$ cat config.mk
export PLATFORM = sky130hd
export DESIGN_NAME = switch_press_decoder
export DESIGN_NICKNAME = d
export VERILOG_FILES = /design/src/rtl/switch_press_decoder.sv
export SDC_FILE = /design/constraint.sdc
export NUM_CORES = 1
export LEC_CHECK = 0
export BUFFER_PORTS_ARGS = -buffer_cell sky130_fd_sc_hd__buf_2
export CAP_MARGIN = 20
export CELL_PAD_IN_SITES_DETAIL_PLACEMENT = 1
export CELL_PAD_IN_SITES_GLOBAL_PLACEMENT = 1
export CORE_ASPECT_RATIO = 1.2
export CORE_MARGIN = 2
export CORE_UTILIZATION = 45
export CTS_BUF_LIST = sky130_fd_sc_hd__clkbuf_4
export CTS_CLUSTER_SIZE = 30
export DETAILED_ROUTE_END_ITERATION = 10
export PLACE_DENSITY = 0.92
export SLEW_MARGIN = 20
export SYNTH_ARGS = -nofsm -noshare
export SYNTH_HDL_FRONTEND = slang
export SYNTH_SLANG_ARGS = --single-unit
$ cat constraint.sdc
create_clock -name clk -period 3.7 [get_ports clk]
set_input_delay 0.185 -clock clk [delete_from_list [all_inputs] [get_ports clk]]
set_output_delay 0.185 -clock clk [all_outputs]
set_load 0.005 [all_outputs]
$ cat src/rtl/switch_press_decoder.sv
// -----------------------------------------------------------------------------
// switch_press_decoder
//
// Classifies presses of a debounced switch level into SHORT, LONG, DOUBLE and
// LONG_RELEASE events and measures their duration in timing ticks. Events are
// presented one at a time through a valid/ack holding register.
//
// Ports:
//   clk                 clock
//   clk__enable         global clock enable; when 0 nothing changes state
//   reset_n             asynchronous active-low reset
//   switch_value        filtered switch level (1 = pressed)
//   clk_enable          timing tick; the duration counter advances on it
//   long_press_ticks    ticks held before LONG is emitted (0 = disabled)
//   double_click_ticks  ticks to wait for a second press (0 = disabled)
//   event_ack           consumer accepts the held event
//   event_valid         an event is held in the output register
//   event_type          0=SHORT 1=LONG 2=DOUBLE 3=LONG_RELEASE
//   event_duration      duration in ticks attached to the event
//   event_overrun       sticky flag: an event was dropped while one was held
//   pressed             registered copy of switch_value
// -----------------------------------------------------------------------------
module switch_press_decoder (
  input  logic        clk,
  input  logic        clk__enable,
  input  logic        reset_n,
  input  logic        switch_value,
  input  logic        clk_enable,
  input  logic [15:0] long_press_ticks,
  input  logic [15:0] double_click_ticks,
  input  logic        event_ack,
  output logic        event_valid,
  output logic [1:0]  event_type,
  output logic [15:0] event_duration,
  output logic        event_overrun,
  output logic        pressed
);

  typedef enum logic [2:0] {
    ST_IDLE           = 3'd0,
    ST_PRESSED        = 3'd1,
    ST_WAIT_SECOND    = 3'd2,
    ST_SECOND_PRESSED = 3'd3,
    ST_LONG_HELD      = 3'd4
  } state_t;

  localparam logic [1:0] EV_SHORT        = 2'd0;
  localparam logic [1:0] EV_LONG         = 2'd1;
  localparam logic [1:0] EV_DOUBLE       = 2'd2;
  localparam logic [1:0] EV_LONG_RELEASE = 2'd3;

  state_t      state_q, state_d;
  logic [15:0] tick_q, tick_d;
  logic [15:0] saved_q, saved_d;
  logic        prev_q;
  logic        valid_q, valid_d;
  logic [1:0]  type_q, type_d;
  logic [15:0] dur_q, dur_d;
  logic        overrun_q, overrun_d;

  logic        rise_s;
  logic        fall_s;
  logic [15:0] tick_inc_s;
  logic [16:0] tick_plus1_s;
  logic        reach_long_s;
  logic        reach_double_s;
  logic        emit_s;
  logic [1:0]  emit_type_s;
  logic [15:0] emit_dur_s;

  // Edge detection, saturating increment and threshold comparisons.
  always_comb begin
    rise_s       = switch_value & ~prev_q;
    fall_s       = ~switch_value & prev_q;
    tick_inc_s   = (tick_q == 16'hFFFF) ? 16'hFFFF : (tick_q + 16'd1);
    // 17-bit compare so a saturated counter can never alias to a threshold.
    tick_plus1_s = {1'b0, tick_q} + 17'd1;
    reach_long_s = clk_enable && (long_press_ticks != 16'd0) &&
                   (tick_plus1_s == {1'b0, long_press_ticks});
    reach_double_s = clk_enable && (double_click_ticks != 16'd0) &&
                     (tick_plus1_s == {1'b0, double_click_ticks});
  end

  // Press classification FSM next-state and event request.
  always_comb begin
    state_d     = state_q;
    tick_d      = clk_enable ? tick_inc_s : tick_q;
    saved_d     = saved_q;
    emit_s      = 1'b0;
    emit_type_s = EV_SHORT;
    emit_dur_s  = 16'd0;
    case (state_q)
      ST_IDLE: begin
        if (rise_s) begin
          state_d = ST_PRESSED;
          tick_d  = 16'd0;
        end else begin
          state_d = ST_IDLE;
        end
      end
      ST_PRESSED: begin
        // A release in the same cycle as the long threshold takes priority.
        if (fall_s) begin
          saved_d = tick_q;
          if (double_click_ticks == 16'd0) begin
            emit_s      = 1'b1;
            emit_type_s = EV_SHORT;
            emit_dur_s  = tick_q;
            state_d     = ST_IDLE;
          end else begin
            state_d = ST_WAIT_SECOND;
            tick_d  = 16'd0;
          end
        end else if (reach_long_s) begin
          emit_s      = 1'b1;
          emit_type_s = EV_LONG;
          emit_dur_s  = long_press_ticks;
          state_d     = ST_LONG_HELD;
        end else begin
          state_d = ST_PRESSED;
        end
      end
      ST_WAIT_SECOND: begin
        // A second press beats the timeout in the same cycle.
        if (rise_s) begin
          state_d = ST_SECOND_PRESSED;
          tick_d  = 16'd0;
        end else if (reach_double_s) begin
          emit_s      = 1'b1;
          emit_type_s = EV_SHORT;
          emit_dur_s  = saved_q;
          state_d     = ST_IDLE;
        end else begin
          state_d = ST_WAIT_SECOND;
        end
      end
      ST_SECOND_PRESSED: begin
        if (fall_s) begin
          emit_s      = 1'b1;
          emit_type_s = EV_DOUBLE;
          emit_dur_s  = saved_q;
          state_d     = ST_IDLE;
        end else begin
          state_d = ST_SECOND_PRESSED;
        end
      end
      ST_LONG_HELD: begin
        if (fall_s) begin
          emit_s      = 1'b1;
          emit_type_s = EV_LONG_RELEASE;
          emit_dur_s  = tick_q;
          state_d     = ST_IDLE;
        end else begin
          state_d = ST_LONG_HELD;
        end
      end
      default: begin
        state_d = ST_IDLE;
        tick_d  = 16'd0;
      end
    endcase
  end

  // Output holding register with valid/ack handshake and sticky overrun.
  always_comb begin
    valid_d   = valid_q;
    type_d    = type_q;
    dur_d     = dur_q;
    overrun_d = overrun_q;
    if (emit_s) begin
      // An ack in the emit cycle frees the slot for a back-to-back load.
      if (!valid_q || event_ack) begin
        valid_d = 1'b1;
        type_d  = emit_type_s;
        dur_d   = emit_dur_s;
      end else begin
        overrun_d = 1'b1;
      end
    end else if (valid_q && event_ack) begin
      valid_d = 1'b0;
    end else begin
      valid_d = valid_q;
    end
  end

  // State and output registers.
  always_ff @(posedge clk or negedge reset_n) begin
    if (!reset_n) begin
      state_q   <= ST_IDLE;
      tick_q    <= 16'd0;
      saved_q   <= 16'd0;
      prev_q    <= 1'b0;
      valid_q   <= 1'b0;
      type_q    <= 2'd0;
      dur_q     <= 16'd0;
      overrun_q <= 1'b0;
    end else if (clk__enable) begin
      state_q   <= state_d;
      tick_q    <= tick_d;
      saved_q   <= saved_d;
      prev_q    <= switch_value;
      valid_q   <= valid_d;
      type_q    <= type_d;
      dur_q     <= dur_d;
      overrun_q <= overrun_d;
    end
  end

  assign event_valid    = valid_q;
  assign event_type     = type_q;
  assign event_duration = dur_q;
  assign event_overrun  = overrun_q;
  assign pressed        = prev_q;

endmodule

### Word-level counts from Yosys, hierarchy flattened

Index checks and enable logic that the tools add are counted.

* bits in registers: 56
* input port bits: 38
* word-level logic and storage cells: 79

* add/subtract/negate cells: 2
* equality and inequality tests: 8
* mux-type cells: 38
* bitwise gates (word level): 5
* reductions and logical operators: 18

Operators with widths (number)
* two-way mux 16 bit: 12
* case mux 16 bit (4 select lines): 1
* case mux 16 bit (3 select lines): 1
* == test 17 x 16 -> 1 bit: 2
* nonzero test 16 bit: 2
* adder 16 x 1 -> 17 bit (second input constant): 1
* adder 16 x 1 -> 16 bit (second input constant): 1
* == test 16 bit (second input constant): 1
* zero test 16 bit: 1
* case mux 3 bit (5 select lines): 1
* two-way mux 1 bit: 12
* two-way mux 2 bit: 6
* AND reduction 3 bit: 4
* two-way mux 3 bit: 3
* == test 3 x 2 -> 1 bit (second input constant): 2
* case mux 2 bit (3 select lines): 1
* logical AND 1 bit: 5
* OR reduction 2 bit: 2
* == test 3 x 1 -> 1 bit (second input constant): 1
* == test 3 bit (second input constant): 1
* zero test 3 bit: 1
* NOT 1 bit: 3
* case mux 1 bit (3 select lines): 1
* AND 1 bit: 2
* other kinds (4): 4

### Depth between registers and ports, before layout

* depth in word-level cells: 8
* mapped depth: 13

### Worst setup path after synthesis

Ideal clock, no wire load.

* kind: reg-to-reg
* from: register tick_q[1]
* to: register state_q[0]
* arrival time: 2.600 ns
* setup slack: 0.969 ns
* stages on the path, launching flop included: 10
* buffers on the path: 0
* path through: dfrtp_1 ha_1 nand4_1 or2_2 xnor2_1 xnor2_1 nand4_1 or4_1 o2111a_1 or3_1

* cells in the longest elaborated chain, start to end: 6

Ends and longest elaborated chain
* start: declaration: line 53 `logic [15:0] tick_q, tick_d;`
* start signal: assignment: line 199 `tick_q <= tick_d;`
* adder 16 x 1 -> 17 bit: line 77 `tick_plus1_s = {1'b0, tick_q} + 17'd1;`
* == test 17 x 16 -> 1 bit: line 79 `(tick_plus1_s == {1'b0, long_press_ticks});`
* logical AND 1 bit: line 78 `reach_long_s = clk_enable && (long_press_ticks != 16'd0) &&`
* two-way mux 3 bit: line 114 `end else if (reach_long_s) begin`
* two-way mux 3 bit: line 103 `if (fall_s) begin`
* case mux 3 bit (5 select lines): line 92 `case (state_q)`
* end signal: assignment: line 198 `state_q <= state_d;`
* end: declaration: line 52 `state_t state_q, state_d;`

No other way between the ends.
A chain may end at the register's enable or synchronous reset.

### Worst setup path in the final report

* from: register tick_q[0]
* to: register state_q[0]

The elaborated chain is that of the path after synthesis.

==> impl_metrics.prom <==
# TYPE chip_impl_metric gauge
chip_impl_metric{name="asyncSetResetFlopFracSynth",unit="%"} 100
chip_impl_metric{name="multiInputGateArea",unit="µm²"} 2210
chip_impl_info{name="top_signal_layer_used",value="met4"} 1
chip_impl_metric{name="i_o_pin_cnt",unit=""} 59
chip_impl_metric{name="logic_gate_share_of_total_power",unit="%"} 39.7
chip_impl_metric{name="grt_first_pass_wirelength",unit="µm"} 20400
chip_impl_info{name="tritoncts_clock_tree",value="done"} 1
chip_impl_metric{name="required_time_at_the_endpoint_of_the_critical_path",unit="ns"} 4.01
chip_impl_metric{name="initial_utilization",unit="%"} 45.9
chip_impl_info{name="synth_top_flop_cell",value="sky130_fd_sc_hd__dfrtp_1"} 1
chip_impl_metric{name="power.density_cell_area",unit="nW/µm²"} 579
chip_impl_metric{name="core_area",unit="µm²"} 8470
chip_impl_metric{name="finalWorstPathRequiredPeriod",unit="ns"} 3.32
chip_impl_metric{name="min_delay_path_depth",unit=""} 3
chip_impl_info{name="worstHoldPathType",value="in2reg"} 1
chip_impl_metric{name="die_w",unit="µm"} 88.9
chip_impl_metric{name="finalCritPeriodShare",unit="%"} 89.8
chip_impl_metric{name="sequentialPowerShare",unit="%"} 45.3
chip_impl_metric{name="number_of_detailed_route_iterations_in_the_first_pass",unit=""} 9
chip_impl_metric{name="synthesis.yosys.warnings",unit=""} 0
chip_impl_metric{name="synth-seq-cells",unit=""} 56
chip_impl_info{name="setup_repair_after_global_routing_missed_its_margin",value="false"} 1
chip_impl_metric{name="average_instance_area_after_synthesis",unit="µm²"} 9.09
chip_impl_metric{name="antenna_found_initial",unit=""} 1
chip_impl_info{name="synth.most_common_cell",value="sky130_fd_sc_hd__dfrtp_1"} 1
chip_impl_metric{name="cp_num_buf_inv",unit=""} 1
chip_impl_info{name="status",value="completed"} 1
chip_impl_info{name="kind_of_start_point_of_the_critical_path",value="register"} 1
chip_impl_info{name="synth.top_cells.by_area",value="sky130_fd_sc_hd__dfrtp_1 36%, sky130_fd_sc_hd__xnor2_1 6.1%, sky130_fd_sc_hd__mux2i_1 4.9%"} 1
chip_impl_info{name="cts.root.buffer_cell",value="sky130_fd_sc_hd__clkbuf_4"} 1
chip_impl_info{name="cp_slowest_cell",value="sky130_fd_sc_hd__dfrtp_1"} 1
chip_impl_metric{name="regArea",unit="µm²"} 1400
chip_impl_info{name="cp_delay_by_family_top",value="simple AND/OR/NAND/NOR gates"} 1
chip_impl_info{name="crit-reg2reg-capture",value="state_q[0]$_DFFE_PN0P_"} 1
chip_impl_info{name="critical_path_s_most_frequent_cell",value="sky130_fd_sc_hd__nand4_1"} 1
chip_impl_metric{name="reg2regPathDepth",unit=""} 9
chip_impl_metric{name="dr_wl_met3",unit="µm"} 705
chip_impl_metric{name="placedCellCount",unit=""} 579
chip_impl_metric{name="syn-num-nets",unit=""} 467
chip_impl_info{name="synth_top_area_cell",value="sky130_fd_sc_hd__dfrtp_1"} 1
chip_impl_metric{name="reg2reg_setup_slack",unit="ns"} 0.38
chip_impl_metric{name="drc",unit=""} 0
chip_impl_metric{name="cts_num_sinks",unit=""} 56
chip_impl_metric{name="cts.clk_slew.worst_paths",unit="ns"} 0.18
chip_impl_info{name="worst_setup_path_end_kind",value="register"} 1
chip_impl_metric{name="clockBufferDepth",unit=""} 2
chip_impl_metric{name="synth.yosys.seq_area_share",unit="%"} 36.0
chip_impl_info{name="path_class",value="reg2reg"} 1
chip_impl_metric{name="number_of_failing_hold_endpoints_at_the_final_stage",unit=""} 0
chip_impl_metric{name="synth_top_area_share",unit="%"} 36.0
chip_impl_metric{name="timing.setup.tns",unit="ns"} 0
chip_impl_metric{name="die-area",unit="µm²"} 9410
chip_impl_metric{name="max_freq",unit="MHz"} 301
chip_impl_metric{name="cts.htree.levels",unit=""} 2
chip_impl_metric{name="synth.lib_cells_used.distinct",unit=""} 60
chip_impl_metric{name="groute.usage.overall",unit="%"} 28.5
chip_impl_metric{name="dp.final_hpwl",unit="µm"} 9600
chip_impl_metric{name="worst_slew_pin_slew",unit="ns"} 0.919
chip_impl_metric{name="num_rows",unit=""} 37
chip_impl_metric{name="grt_max_degree",unit=""} 34
chip_impl_metric{name="wirelength_routed",unit="µm"} 13300
chip_impl_metric{name="post_cts_resize_count",unit=""} 0
chip_impl_metric{name="number_of_fillers_in_the_final_layout",unit=""} 1011
chip_impl_metric{name="timing.slew.headroom",unit="%"} 38.6
chip_impl_metric{name="globalplace.congestion",unit=""} 0.953
chip_impl_metric{name="cellLeakagePower",unit="nW"} 1.93
chip_impl_metric{name="layout-area-overhead-vs-synth",unit="%"} 11.1
chip_impl_metric{name="route.met2.wl",unit="µm"} 6950
chip_impl_info{name="hold_end",value="pressed$_DFFE_PN0P_"} 1
chip_impl_metric{name="pwr-share-clk",unit="%"} 15.0
chip_impl_metric{name="total_grt_overflow",unit=""} 0
chip_impl_metric{name="dr.first_iter.drc_count",unit=""} 334
chip_impl_metric{name="cts-buffers-inserted",unit=""} 5
chip_impl_metric{name="cap_violations",unit=""} 0
chip_impl_metric{name="synth.cell_area",unit="µm²"} 3890
chip_impl_metric{name="port_buffers",unit=""} 58
chip_impl_metric{name="post_drt_via_cell_ratio",unit=""} 6.42
chip_impl_metric{name="detail_route.wl_per_cell",unit="µm"} 22.5
chip_impl_metric{name="route.antenna.remaining_nets",unit=""} 0
chip_impl_metric{name="netSwitchingPower",unit="W"} 0.00106
chip_impl_metric{name="worstSkewPairLatency",unit="ns"} 0.41
chip_impl_info{name="r2r-start",value="tick_q[0]$_DFFE_PN0P_"} 1
chip_impl_metric{name="first_global_vias",unit=""} 3803
chip_impl_metric{name="critical-path-max-stage-delay",unit="ns"} 0.60
chip_impl_metric{name="route.vias.total",unit=""} 3781
chip_impl_info{name="synthTopCellsByCount",value="56 x sky130_fd_sc_hd__dfrtp_1, 46 x sky130_fd_sc_hd__nand2_1, 27 x sky130_fd_sc_hd__o21ai_0, 27 x sky130_fd_sc_hd__xnor2_1, 24 x sky130_fd_sc_hd__inv_1"} 1
chip_impl_metric{name="design.final.nets",unit=""} 509
chip_impl_metric{name="m1WireLength",unit="µm"} 5010
chip_impl_metric{name="critical_path_peak_fanout",unit=""} 11
chip_impl_metric{name="setup_viol_count_final",unit=""} 0
chip_impl_metric{name="timing.critical_path.arrival",unit="ns"} 3.63
chip_impl_metric{name="final-max-slew-violation-count",unit=""} 0
chip_impl_info{name="path_cells",value="ha_1, and3_1, nand4_1, buf_4, a32oi_1, nand4_1, or4_1, o2111a_1, or3_1"} 1
chip_impl_metric{name="internal_power_of_the_cells",unit="W"} 0.00145
chip_impl_metric{name="die_h",unit="µm"} 106
chip_impl_metric{name="finClkSkew",unit="ns"} 0.0174
chip_impl_info{name="worst_hold_startpoint",value="switch_value"} 1
chip_impl_metric{name="synth_instances",unit=""} 428
chip_impl_metric{name="finalNonFillerCells",unit=""} 589
chip_impl_metric{name="power.share.switching",unit="%"} 42.2
chip_impl_metric{name="layout-drive-gt1-share",unit="%"} 22.1
chip_impl_metric{name="synth_edf_count",unit=""} 0
chip_impl_metric{name="peak_supply_drop",unit="mV"} 0.215
cell families (layout without fill, tap and decap cells):
| kind of cell | count (synthesis) | after routing | share of synthesized area, % |
|---|---|---|---|
| and+or+nand+nor | 137 | 137 | 19.3 |
| AOI/OAI and AO/OA | 98 | 98 | 18.0 |
| buffers and inverters | 60 | 103 | 7.39 |
| DFF | 56 | 56 | 36.0 |
| xor gates and xnor gates | 43 | 43 | 10.1 |
| muxes | 33 | 33 | 8.94 |
| adders and majority gates | 1 | 1 | 0.321 |
| other | 0 | 1 | 0 |
metal layers:
layer | GRT usage, % | vias up
met4 | 13.1 | 0
met3 | 2.90 | 50
met2 | 49.7 | 201
li1 | - | 1644
met1 | 34.5 | 1886
met5 | 0 | -
layout by cell type, fill, tap and decap left out, types with 2 or more instances in the layout:
| master | synthesis | layout |
|---|---|---|
| sky130_fd_sc_hd__a222oi_1 | 16 | 16 |
| sky130_fd_sc_hd__inv_1 | 24 | 24 |
| sky130_fd_sc_hd__and4_1 | 6 | 6 |
| sky130_fd_sc_hd__buf_2 | 11 | 58 |
| sky130_fd_sc_hd__or3_1 | 4 | 4 |
| sky130_fd_sc_hd__nand3_1 | 13 | 13 |
| sky130_fd_sc_hd__a21oi_1 | 16 | 16 |
| sky130_fd_sc_hd__o31ai_1 | 9 | 9 |
| sky130_fd_sc_hd__xnor2_1 | 27 | 27 |
| sky130_fd_sc_hd__clkbuf_4 | 0 | 6 |
| sky130_fd_sc_hd__and3_1 | 6 | 6 |
| sky130_fd_sc_hd__o21ai_0 | 27 | 27 |
| sky130_fd_sc_hd__a22oi_1 | 2 | 2 |
| sky130_fd_sc_hd__a32oi_1 | 2 | 2 |
| sky130_fd_sc_hd__o21a_1 | 4 | 4 |
| sky130_fd_sc_hd__nor3_1 | 4 | 4 |
| sky130_fd_sc_hd__a311oi_1 | 2 | 2 |
| sky130_fd_sc_hd__o22ai_1 | 2 | 2 |
| sky130_fd_sc_hd__nor4_1 | 11 | 11 |
| sky130_fd_sc_hd__nand2b_1 | 3 | 3 |
| sky130_fd_sc_hd__or2_2 | 2 | 2 |
| sky130_fd_sc_hd__dfrtp_1 | 56 | 56 |
| sky130_fd_sc_hd__mux2i_1 | 19 | 19 |
| sky130_fd_sc_hd__nor2_1 | 17 | 17 |
| sky130_fd_sc_hd__a31oi_1 | 2 | 2 |
| sky130_fd_sc_hd__buf_4 | 3 | 12 |
| sky130_fd_sc_hd__a32o_1 | 2 | 2 |
| sky130_fd_sc_hd__mux2_2 | 14 | 14 |
| sky130_fd_sc_hd__o2111a_1 | 2 | 2 |
| sky130_fd_sc_hd__nor2b_1 | 4 | 4 |
| sky130_fd_sc_hd__xor2_1 | 15 | 15 |
| sky130_fd_sc_hd__nand4_1 | 9 | 9 |
| sky130_fd_sc_hd__nand2_1 | 46 | 46 |
worst max path at each step:
| stage | to | cells past startpoint | startpoint | slack [ns] |
|---|---|---|---|---|
| 3_3_place_gp | event_duration[8]$_DFFE_PN0P_ | 9 | tick_q[0]$_DFFE_PN0P_ | 0.44 |
| 6_report | state_q[0]$_DFFE_PN0P_ | 9 | tick_q[0]$_DFFE_PN0P_ | 0.38 |
| 5_1_grt | state_q[0]$_DFFE_PN0P_ | 9 | tick_q[0]$_DFFE_PN0P_ | 0.19 |
| 4_1_cts | event_duration[7]$_DFFE_PN0P_ | 9 | tick_q[0]$_DFFE_PN0P_ | 0.16 |
| 2_1_floorplan | state_q[0]$_DFFE_PN0P_ | 9 | tick_q[1]$_DFFE_PN0P_ | 0.97 |
| 3_5_place_dp | event_duration[7]$_DFFE_PN0P_ | 9 | tick_q[0]$_DFFE_PN0P_ | 0.20 |
power by group through the flow:
stage          logic (W)  registers, W  clock network [W]
2_1_floorplan   0.000778      0.000965                  0
3_3_place_gp    0.000916       0.00110                  0
3_5_place_dp    0.000974       0.00114                  0
4_1_cts         0.000987       0.00112           0.000373
5_1_grt          0.00108       0.00116           0.000397
6_report        0.000996       0.00114           0.000375
worst reg2reg max path: cells and delay by family, from the launching register on:
kind | cells | cell delay (ns)
compound gates | 2 | 0.38
buf+inv | 1 | 0.21
flops | 1 | 0.60
simple gates | 5 | 1.72
fa+ha+maj | 1 | 0.33
metrics by stage:
step	cell area [µm²]	power, W	util (%)	hold WS (ns)	worst slack, ns
final	4330	0.00251	51.1	0.0599	0.377
after global routing	4330	0.00264	51.1	0.0770	0.193
after CTS	4320	0.00248	50.9	0.0691	0.164
after detailed placement	4220	0.00211	49.8	0.342	0.204
after global placement	4220	0.00202	49.8	0.324	0.443
after floorplan	3890	0.00174	-	-0.111	0.969
timing repair:
action | 4_1_cts | 5_1_grt
endpoints found under the hold margin | 32 | 0
buffers inserted | 0 | 0
hold buffers | 1 | 0
layout make-up:
type,instances,area share [%]
antenna,1,0.0579
clock inverter,2,0.897
inverter,24,2.08
clock buffer,6,1.04
timing repair buffer,71,9.03
tap,117,3.38
multi-input combinational,312,51.1
sequential,56,32.4
flip-flops by register name (all words and copies together), names as in the netlist:
signal          cells
saved_q            16
state_q             3
pressed             1
event_overrun       1
event_valid         1
tick_q             16
event_type          2
event_duration     16
No activity file was read; power rests on OpenSTA's default activity.
